==> config.mk <==
export PLATFORM = sky130hd
export DESIGN_NAME = eth_udp_tx
export DESIGN_NICKNAME = d
export VERILOG_FILES = /design/src/rtl/eth_pkg.sv /design/src/rtl/ip_checksum.sv /design/src/rtl/eth_udp_tx.sv
export SDC_FILE = /design/constraint.sdc
export NUM_CORES = 1
export LEC_CHECK = 0
export BUFFER_PORTS_ARGS = -buffer_cell sky130_fd_sc_hd__buf_2
export CAP_MARGIN = 30
export CORE_MARGIN = 2
export CORE_UTILIZATION = 45
export CTS_BUF_LIST = sky130_fd_sc_hd__clkbuf_4 sky130_fd_sc_hd__clkbuf_8
export CTS_CLUSTER_DIAMETER = 50
export CTS_CLUSTER_SIZE = 20
export DETAILED_ROUTE_END_ITERATION = 7
export HOLD_SLACK_MARGIN = 0.03
export PLACE_DENSITY = 0.65
export SLEW_MARGIN = 20
export SYNTH_ARGS = -nofsm -noshare
export SYNTH_HDL_FRONTEND = slang
export SYNTH_HIERARCHICAL = 1
export SYNTH_SLANG_ARGS = --single-unit
==> constraint.sdc <==
create_clock -name clk125 -period 10.9 [get_ports clk125]
set_clock_uncertainty 0.2 [all_clocks]
set_input_delay 0.545 -clock clk125 [delete_from_list [all_inputs] [get_ports clk125]]
set_output_delay 0.545 -clock clk125 [all_outputs]
set_load 0.02 [all_outputs]
==> src/rtl/eth_pkg.sv <==
// Shared Ethernet/IPv4/UDP constants, request struct and TX frame-builder state encoding.
package eth_pkg;
  localparam logic [15:0] ETH_TYPE_IP  = 16'h0800;
  localparam logic [15:0] ETH_TYPE_ARP = 16'h0806;
  localparam logic [7:0]  IP_TYPE_UDP  = 8'd17;
  localparam logic [7:0]  IP_TYPE_ICMP = 8'd1;
  localparam int HDR_LEN     = 42;
  localparam int IP_HDR_LEN  = 20;
  localparam int UDP_HDR_LEN = 8;

  typedef enum logic [2:0] {
    ST_IDLE, ST_CSUM, ST_FOLD, ST_HDR, ST_PAY, ST_DRAIN
  } tx_state_t;

  typedef struct packed {
    logic [47:0] dst_mac;
    logic [31:0] dst_ip;
    logic [15:0] src_port;
    logic [15:0] dst_port;
    logic [8:0]  nwords;
  } tx_req_t;
endpackage

==> src/rtl/ip_checksum.sv <==
// Sequential ones-complement accumulator: clear, add one 16-bit word per cycle, fold+invert into result.
module ip_checksum (
  input  logic        clk125,
  input  logic        reset,
  input  logic        clear,
  input  logic        add,
  input  logic [15:0] din,
  input  logic        fold,
  output logic [15:0] result
);
  logic [19:0] acc;
  logic [16:0] s1;
  logic [15:0] s2;

  // two end-around folds cover any carry out of 20 bits of up to 16 words
  always_comb begin
    s1 = {1'b0, acc[15:0]} + {13'b0, acc[19:16]};
    s2 = s1[15:0] + {15'b0, s1[16]};
  end

  always_ff @(posedge clk125 or posedge reset) begin
    if (reset) begin
      acc    <= '0;
      result <= '0;
    end else begin
      if (clear)    acc <= '0;
      else if (add) acc <= acc + {4'b0, din};
      if (fold) result <= ~s2;
    end
  end
endmodule

==> src/rtl/eth_udp_tx.sv <==
// UDP/IPv4/Ethernet TX frame builder: 42-byte header then MSB-first payload bytes to the MAC.
// Define ETH_UDP_TX_IPID_EN for an incrementing IPv4 ident; otherwise ident is 0.
module eth_udp_tx import eth_pkg::*; #(
  parameter logic [7:0] TTL      = 8'd64,
  parameter int         MAXWORDS = 368
) (
  input  logic        clk125,
  input  logic        reset,
  input  logic [47:0] MAC,
  input  logic [31:0] IP,
  input  logic        start,
  output logic        start_ready,
  input  logic [47:0] dst_mac,
  input  logic [31:0] dst_ip,
  input  logic [15:0] src_port,
  input  logic [15:0] dst_port,
  input  logic [8:0]  nwords,
  input  logic [31:0] txd,
  input  logic        txvld,
  input  logic        txend,
  output logic        txready,
  output logic [7:0]  tdata,
  output logic        tvalid,
  input  logic        tready,
  output logic        tlast,
  output logic        tuser,
  output logic        busy,
  output logic        err
);
  tx_state_t   state;
  tx_req_t     rq;
  logic [47:0] mac_q;
  logic [31:0] ip_q;
  logic [3:0]  cidx;
  logic [5:0]  hidx;
  logic [1:0]  bidx;
  logic [8:0]  wacc;
  logic [3:0][7:0] hold;
  logic        hfull, zfill, late;
  logic [15:0] ident, cksum, iplen, udplen, cw;
  logic        slot, fire_last, room, acc_w, zgen;
  logic [0:HDR_LEN-1][7:0] hb;

`ifdef ETH_UDP_TX_IPID_EN
  logic [15:0] ident_q;
  always_ff @(posedge clk125 or posedge reset) begin
    if (reset)          ident_q <= '0;
    else if (fire_last) ident_q <= ident_q + 16'd1;
  end
  assign ident = ident_q;
`else
  assign ident = 16'h0000;
`endif

  assign iplen  = 16'(IP_HDR_LEN + UDP_HDR_LEN) + {5'b0, rq.nwords, 2'b00};
  assign udplen = 16'(UDP_HDR_LEN) + {5'b0, rq.nwords, 2'b00};

  always_comb begin
    cw = '0;
    case (cidx)
      4'd0: cw = 16'h4500;
      4'd1: cw = iplen;
      4'd2: cw = ident;
      4'd3: cw = 16'h4000;
      4'd4: cw = {TTL, IP_TYPE_UDP};
      4'd6: cw = ip_q[31:16];
      4'd7: cw = ip_q[15:0];
      4'd8: cw = rq.dst_ip[31:16];
      4'd9: cw = rq.dst_ip[15:0];
      default: cw = '0;
    endcase
  end

  assign hb = {rq.dst_mac, mac_q, ETH_TYPE_IP, 16'h4500, iplen, ident, 16'h4000, TTL, IP_TYPE_UDP,
               cksum, ip_q, rq.dst_ip, rq.src_port, rq.dst_port, udplen, 16'h0000};

  ip_checksum u_csum (
    .clk125 (clk125),
    .reset  (reset),
    .clear  (state == ST_IDLE && start),
    .add    (state == ST_CSUM),
    .din    (cw),
    .fold   (state == ST_FOLD),
    .result (cksum)
  );

  // output slot frees when empty or the held byte is taken this cycle
  assign slot      = !tvalid || tready;
  assign fire_last = tvalid && tready && tlast;
  assign room      = (wacc < rq.nwords) && (!hfull || (slot && bidx == 2'd3));
  assign txready   = (state == ST_PAY && !zfill && room) || state == ST_DRAIN;
  assign acc_w     = state == ST_PAY && txvld && txready;
  assign zgen      = state == ST_PAY && zfill && room;
  assign start_ready = (state == ST_IDLE);
  assign busy        = (state != ST_IDLE);

  always_ff @(posedge clk125 or posedge reset) begin
    if (reset) begin
      state <= ST_IDLE;
      rq    <= '0;
      mac_q <= '0;
      ip_q  <= '0;
      cidx  <= '0;
      hidx  <= '0;
      bidx  <= '0;
      wacc  <= '0;
      hold  <= '0;
      hfull <= 1'b0;
      zfill <= 1'b0;
      late  <= 1'b0;
      tdata <= '0;
      tvalid <= 1'b0;
      tlast <= 1'b0;
      tuser <= 1'b0;
      err   <= 1'b0;
    end else begin
      err <= 1'b0;
      case (state)
        ST_IDLE: if (start) begin
          rq    <= {dst_mac, dst_ip, src_port, dst_port, nwords};
          mac_q <= MAC;
          ip_q  <= IP;
          cidx  <= '0;
          if (int'(nwords) > MAXWORDS) err <= 1'b1;
          else                         state <= ST_CSUM;
        end
        ST_CSUM: begin
          cidx <= cidx + 4'd1;
          if (cidx == 4'd9) state <= ST_FOLD;
        end
        ST_FOLD: begin
          tdata  <= hb[0];
          tvalid <= 1'b1;
          tlast  <= 1'b0;
          tuser  <= 1'b0;
          hidx   <= 6'd1;
          bidx   <= '0;
          wacc   <= '0;
          hfull  <= 1'b0;
          zfill  <= 1'b0;
          late   <= 1'b0;
          state  <= ST_HDR;
        end
        ST_HDR: begin
          if (fire_last) begin
            tvalid <= 1'b0;
            tlast  <= 1'b0;
            state  <= ST_IDLE;
          end else if (slot) begin
            tdata <= hb[hidx];
            tlast <= (hidx == 6'd41) && (rq.nwords == 9'd0);
            hidx  <= hidx + 6'd1;
            if (hidx == 6'd41 && rq.nwords != 9'd0) state <= ST_PAY;
          end
        end
        ST_PAY: begin
          if (fire_last) begin
            tvalid <= 1'b0;
            tlast  <= 1'b0;
            state  <= late ? ST_DRAIN : ST_IDLE;
          end else begin
            if (slot) begin
              if (hfull) begin
                tdata  <= hold[2'd3 - bidx];
                tvalid <= 1'b1;
                tlast  <= (bidx == 2'd3) && (wacc == rq.nwords);
                tuser  <= zfill;
                bidx   <= bidx + 2'd1;
                if (bidx == 2'd3) hfull <= 1'b0;
              end else begin
                tvalid <= 1'b0;
              end
            end
            if (acc_w || zgen) begin
              hold  <= zgen ? '0 : txd;
              hfull <= 1'b1;
              wacc  <= wacc + 9'd1;
            end
            // early txend pads with zeros and marks the frame bad; missing txend drains afterwards
            if (acc_w && txend && wacc != rq.nwords - 9'd1) begin
              zfill <= 1'b1;
              err   <= 1'b1;
            end
            if (acc_w && !txend && wacc == rq.nwords - 9'd1) begin
              late <= 1'b1;
              err  <= 1'b1;
            end
          end
        end
        ST_DRAIN: if (txvld && txend) state <= ST_IDLE;
        default: state <= ST_IDLE;
      endcase
    end
  end
endmodule
==> results_dict.tcl <==
set metrics [dict create \
    r2r_slack_ps 6610 \
    min_to "late" \
    clk_path_buf_depth 3 \
    power_frac_comb_pct 43.3 \
    drive_above_1_share_pct 17.7 \
    min_from "txvld" \
    tightest_slew_ps 960 \
    powerDensity_nw_per_um2 246 \
    placed_area_um2 19000 \
    viasPerCell 5.58 \
    finalSetupViolations 0 \
    syn-mean-instance-area_um2 8.73 \
    critPathMaxStageDelay_ps 510 \
    clkLatencyLatePin_ps 640 \
    die_width_um 201 \
    grt_pass1_vias 16400 \
    grt_setup_unrepaired "no" \
    ant_nets 0 \
    critPathKind "reg -> reg" \
    grt_max_degree 122 \
    netlist_area_um2 17500 \
    holdCritPathClass "in -> reg" \
    r2r-end "u_csum/result[14]" \
    outcome "finished, final reports clean" \
    p_sw_mw 2.47 \
    pwr-share-seq_pct 39.0 \
    synthToLayoutAreaGrowth_pct 28.1 \
    drtPass1Iterations 5 \
    wl_per_cell_um 20.2 \
    critPathLaunchType "flop" \
    cp.required_ps 11250 \
    synth.distinct_cells 84 \
    cp_max_fo 6 \
    post_cts_buffers 0 \
    antenna_found_initial 1 \
    grt_use_total_pct 30.0 \
    place_congestion 0.967 \
    rr_worst_depth 15 \
    drc 0 \
    register_area_um2 7710 \
    relSlewSlack_pct 36.0 \
    ir_worst_vdd_v 0.000125 \
    yosys_register_bits 308 \
    leakage_nw 10.8 \
    place_hpwl_mm 40.5 \
    routed-via-count 16600 \
    finish.instance_area_um2 22400 \
    die_h_um 201 \
    crit_buf_inv 1 \
    postSynthCellCount 2003 \
    h-tree-depth 2 \
    io_pins 254 \
    overflow 0 \
    synth_edf_count 0 \
    p_clk_share_pct 17.7 \
    fp-row-count 72 \
    whs_path_depth 4 \
    fillers 3329 \
    post-route-period-util_pct 39.4 \
    core-area_um2 38500 \
    drtIter0Drc 1465 \
    dieArea_um2 40400 \
    path_clk_slew_ps 100 \
    fmax_mhz 233 \
    clock_sinks 308 \
    critPathCaptureType "flop" \
    maxCapViolCount 0 \
    slew_violations 0 \
    cts_resized 0 \
    cp_top_family "simple AND/OR/NAND/NOR gates" \
    power.internal_mw 3.03 \
    cp_cell_sequence "ha_1 -> inv_1 -> fa_1 -> nand2b_1 -> a21bo_2 -> nor2_1 -> and3_1 -> ha_1 -> ha_1 -> nand2_1 -> nor3_1 -> o2111ai_1 -> or2_1 -> or4_1 -> nand3_1" \
    post-route-min-period_ps 4290 \
    synth_ff_type "dfrtp_1" \
    setup_tns_ps 0 \
    yosysWarningCount 6 \
    grt_pass1_wl_mm 94.7 \
    cts_root_buf "clkbuf_8" \
    p_total_mw 5.50 \
    initial_core_util_pct 45.5 \
    numCtsBuffers 39 \
    multi_input_area_um2 9090 \
    fin_nets 2713 \
    final_hold_viol_count 0 \
    async_flop_share_pct 100 \
    swShare_pct 44.8 \
    ys_seq_area_share_pct 44.1 \
    portBuffers 253 \
    synth_nets 2288 \
    cpMostUsedCell "ha_1" \
    cts_tree "yes" \
    timing.rr.start "u_csum/acc[16]" \
    arrival_ps 4640 \
    routed_wl_mm 60.2 \
    crit_slowest_cell "or4_1" \
]
==> through the flow <==
stage / hold slack, ps / worst slack (ps) / instances / util (%)
3_5_place_dp: 257 / 6590 / 2665 / 49.5
3_3_place_gp: 253 / 6700 / 2664 / 49.4
5_1_grt: 218 / 6270 / 2976 / 58.2
2_1_floorplan: 237 / 2660 / 2003 / -
6_report: 211 / 6610 / 2976 / 58.2
4_1_cts: 172 / 6570 / 2971 / 58.0
==> registers in the layout, indices dropped and copies added, names as in the netlist, 2 cells and up <==
name / flops
hb: 112
mac_q: 48
hold: 32
ip_q: 32
u_csum/acc: 20
u_csum/result: 16
rq: 9
wacc: 9
tdata: 8
hidx: 6
cidx: 4
state: 3
bidx: 2
==> synthesized netlist by cell type (23+ instances only) <==
library cell / number / area share [%]
mux2i_1: 23 / 1.3
nand2_1: 741 / 16
nand3_1: 44 / 1.3
xnor2_1: 40 / 2.0
a21oi_1: 64 / 1.8
nor3_1: 25 / 0.72
nor2_1: 94 / 2.0
clkbuf_1: 99 / 2.1
inv_1: 38 / 0.82
mux4_2: 53 / 6.8
o21ai_0: 91 / 2.6
dfrtp_1: 308 / 44
ha_1: 44 / 3.1
==> cell families after synthesis <==
kind of cell	Yosys count	share of synthesized area [%]
xor gates and xnor gates	60	3.01
DFF	308	44.1
adders and majority gates	47	3.43
and+or+nand+nor	1007	24.2
buffers and inverters	169	3.95
muxes	91	9.11
AOI/OAI and AO/OA	321	12.2
==> power groups by stage <==
stage,Sequential (mW),Combinational (mW),Clock [mW]
floorplan,1.89,1.73,0
global placement,2.13,2.21,0
detailed placement,2.15,2.25,0
CTS,2.13,2.33,0.995
global route,2.19,2.63,1.04
finish,2.15,2.38,0.971
==> per-layer routing <==
layer  vias to the layer above  routed length (um)  global-route usage (%)
met5                         -                   0                       0
met4                         0                1760                    8.97
met3                       110                4900                    4.99
met2                       758               27600                    47.6
met1                      8037               25900                    42.3
li1                       7694                   -                       -
==> tightest hold or removal path: stages <==
cell     delay [ps]
buf_2           120
nand4_1          90
nor3_1           60
o21a_1          160
==> placed cells by master (no fill, tap or decap), types with 17 or more instances in the layout <==
| master | n |
|---|---|
| dlygate4sd3_1 | 236 |
| nand3_1 | 44 |
| nor3_1 | 25 |
| nor2_1 | 94 |
| xor2_1 | 20 |
| a21oi_1 | 64 |
| nand2_1 | 740 |
| mux4_2 | 53 |
| inv_1 | 36 |
| o21ai_0 | 91 |
| buf_2 | 253 |
| o211ai_1 | 17 |
| a22oi_1 | 18 |
| mux2i_1 | 23 |
| clkbuf_8 | 40 |
| xnor2_1 | 40 |
| ha_1 | 44 |
| nand2b_1 | 17 |
| buf_4 | 17 |
| dfrtp_1 | 306 |
==> timing repair <==
action,4_1_cts,5_1_grt
hold buffers,236,0
endpoints found under the hold margin,390,0
endpoints found under the setup margin,0,0
==> how the worst max path moves through the flow <==
stage / from / endpoint / slack [ps] / cells past startpoint
global route: u_csum/acc[16] / u_csum/result[14] / 6270 / 15
CTS: state[0] / mac_q[34] / 6570 / 7
floorplan: reset / bidx[0] / 2660 / 1
finish: u_csum/acc[16] / u_csum/result[14] / 6610 / 15
detailed placement: state[0] / mac_q[34] / 6590 / 7
global placement: state[0] / mac_q[34] / 6700 / 7
==> final cells by class <==
type / count / share of cell area [%]
Antenna cell: 1 / 0.0112
Inverter: 42 / 0.760
Timing Repair Buffer: 511 / 17.3
Tap cell: 518 / 2.89
Clock buffer: 41 / 2.49
Multi-Input combinational cell: 1526 / 40.6
Clock inverter: 29 / 1.48
Sequential cell: 308 / 34.4
No activity file was read; power rests on OpenSTA's default activity.
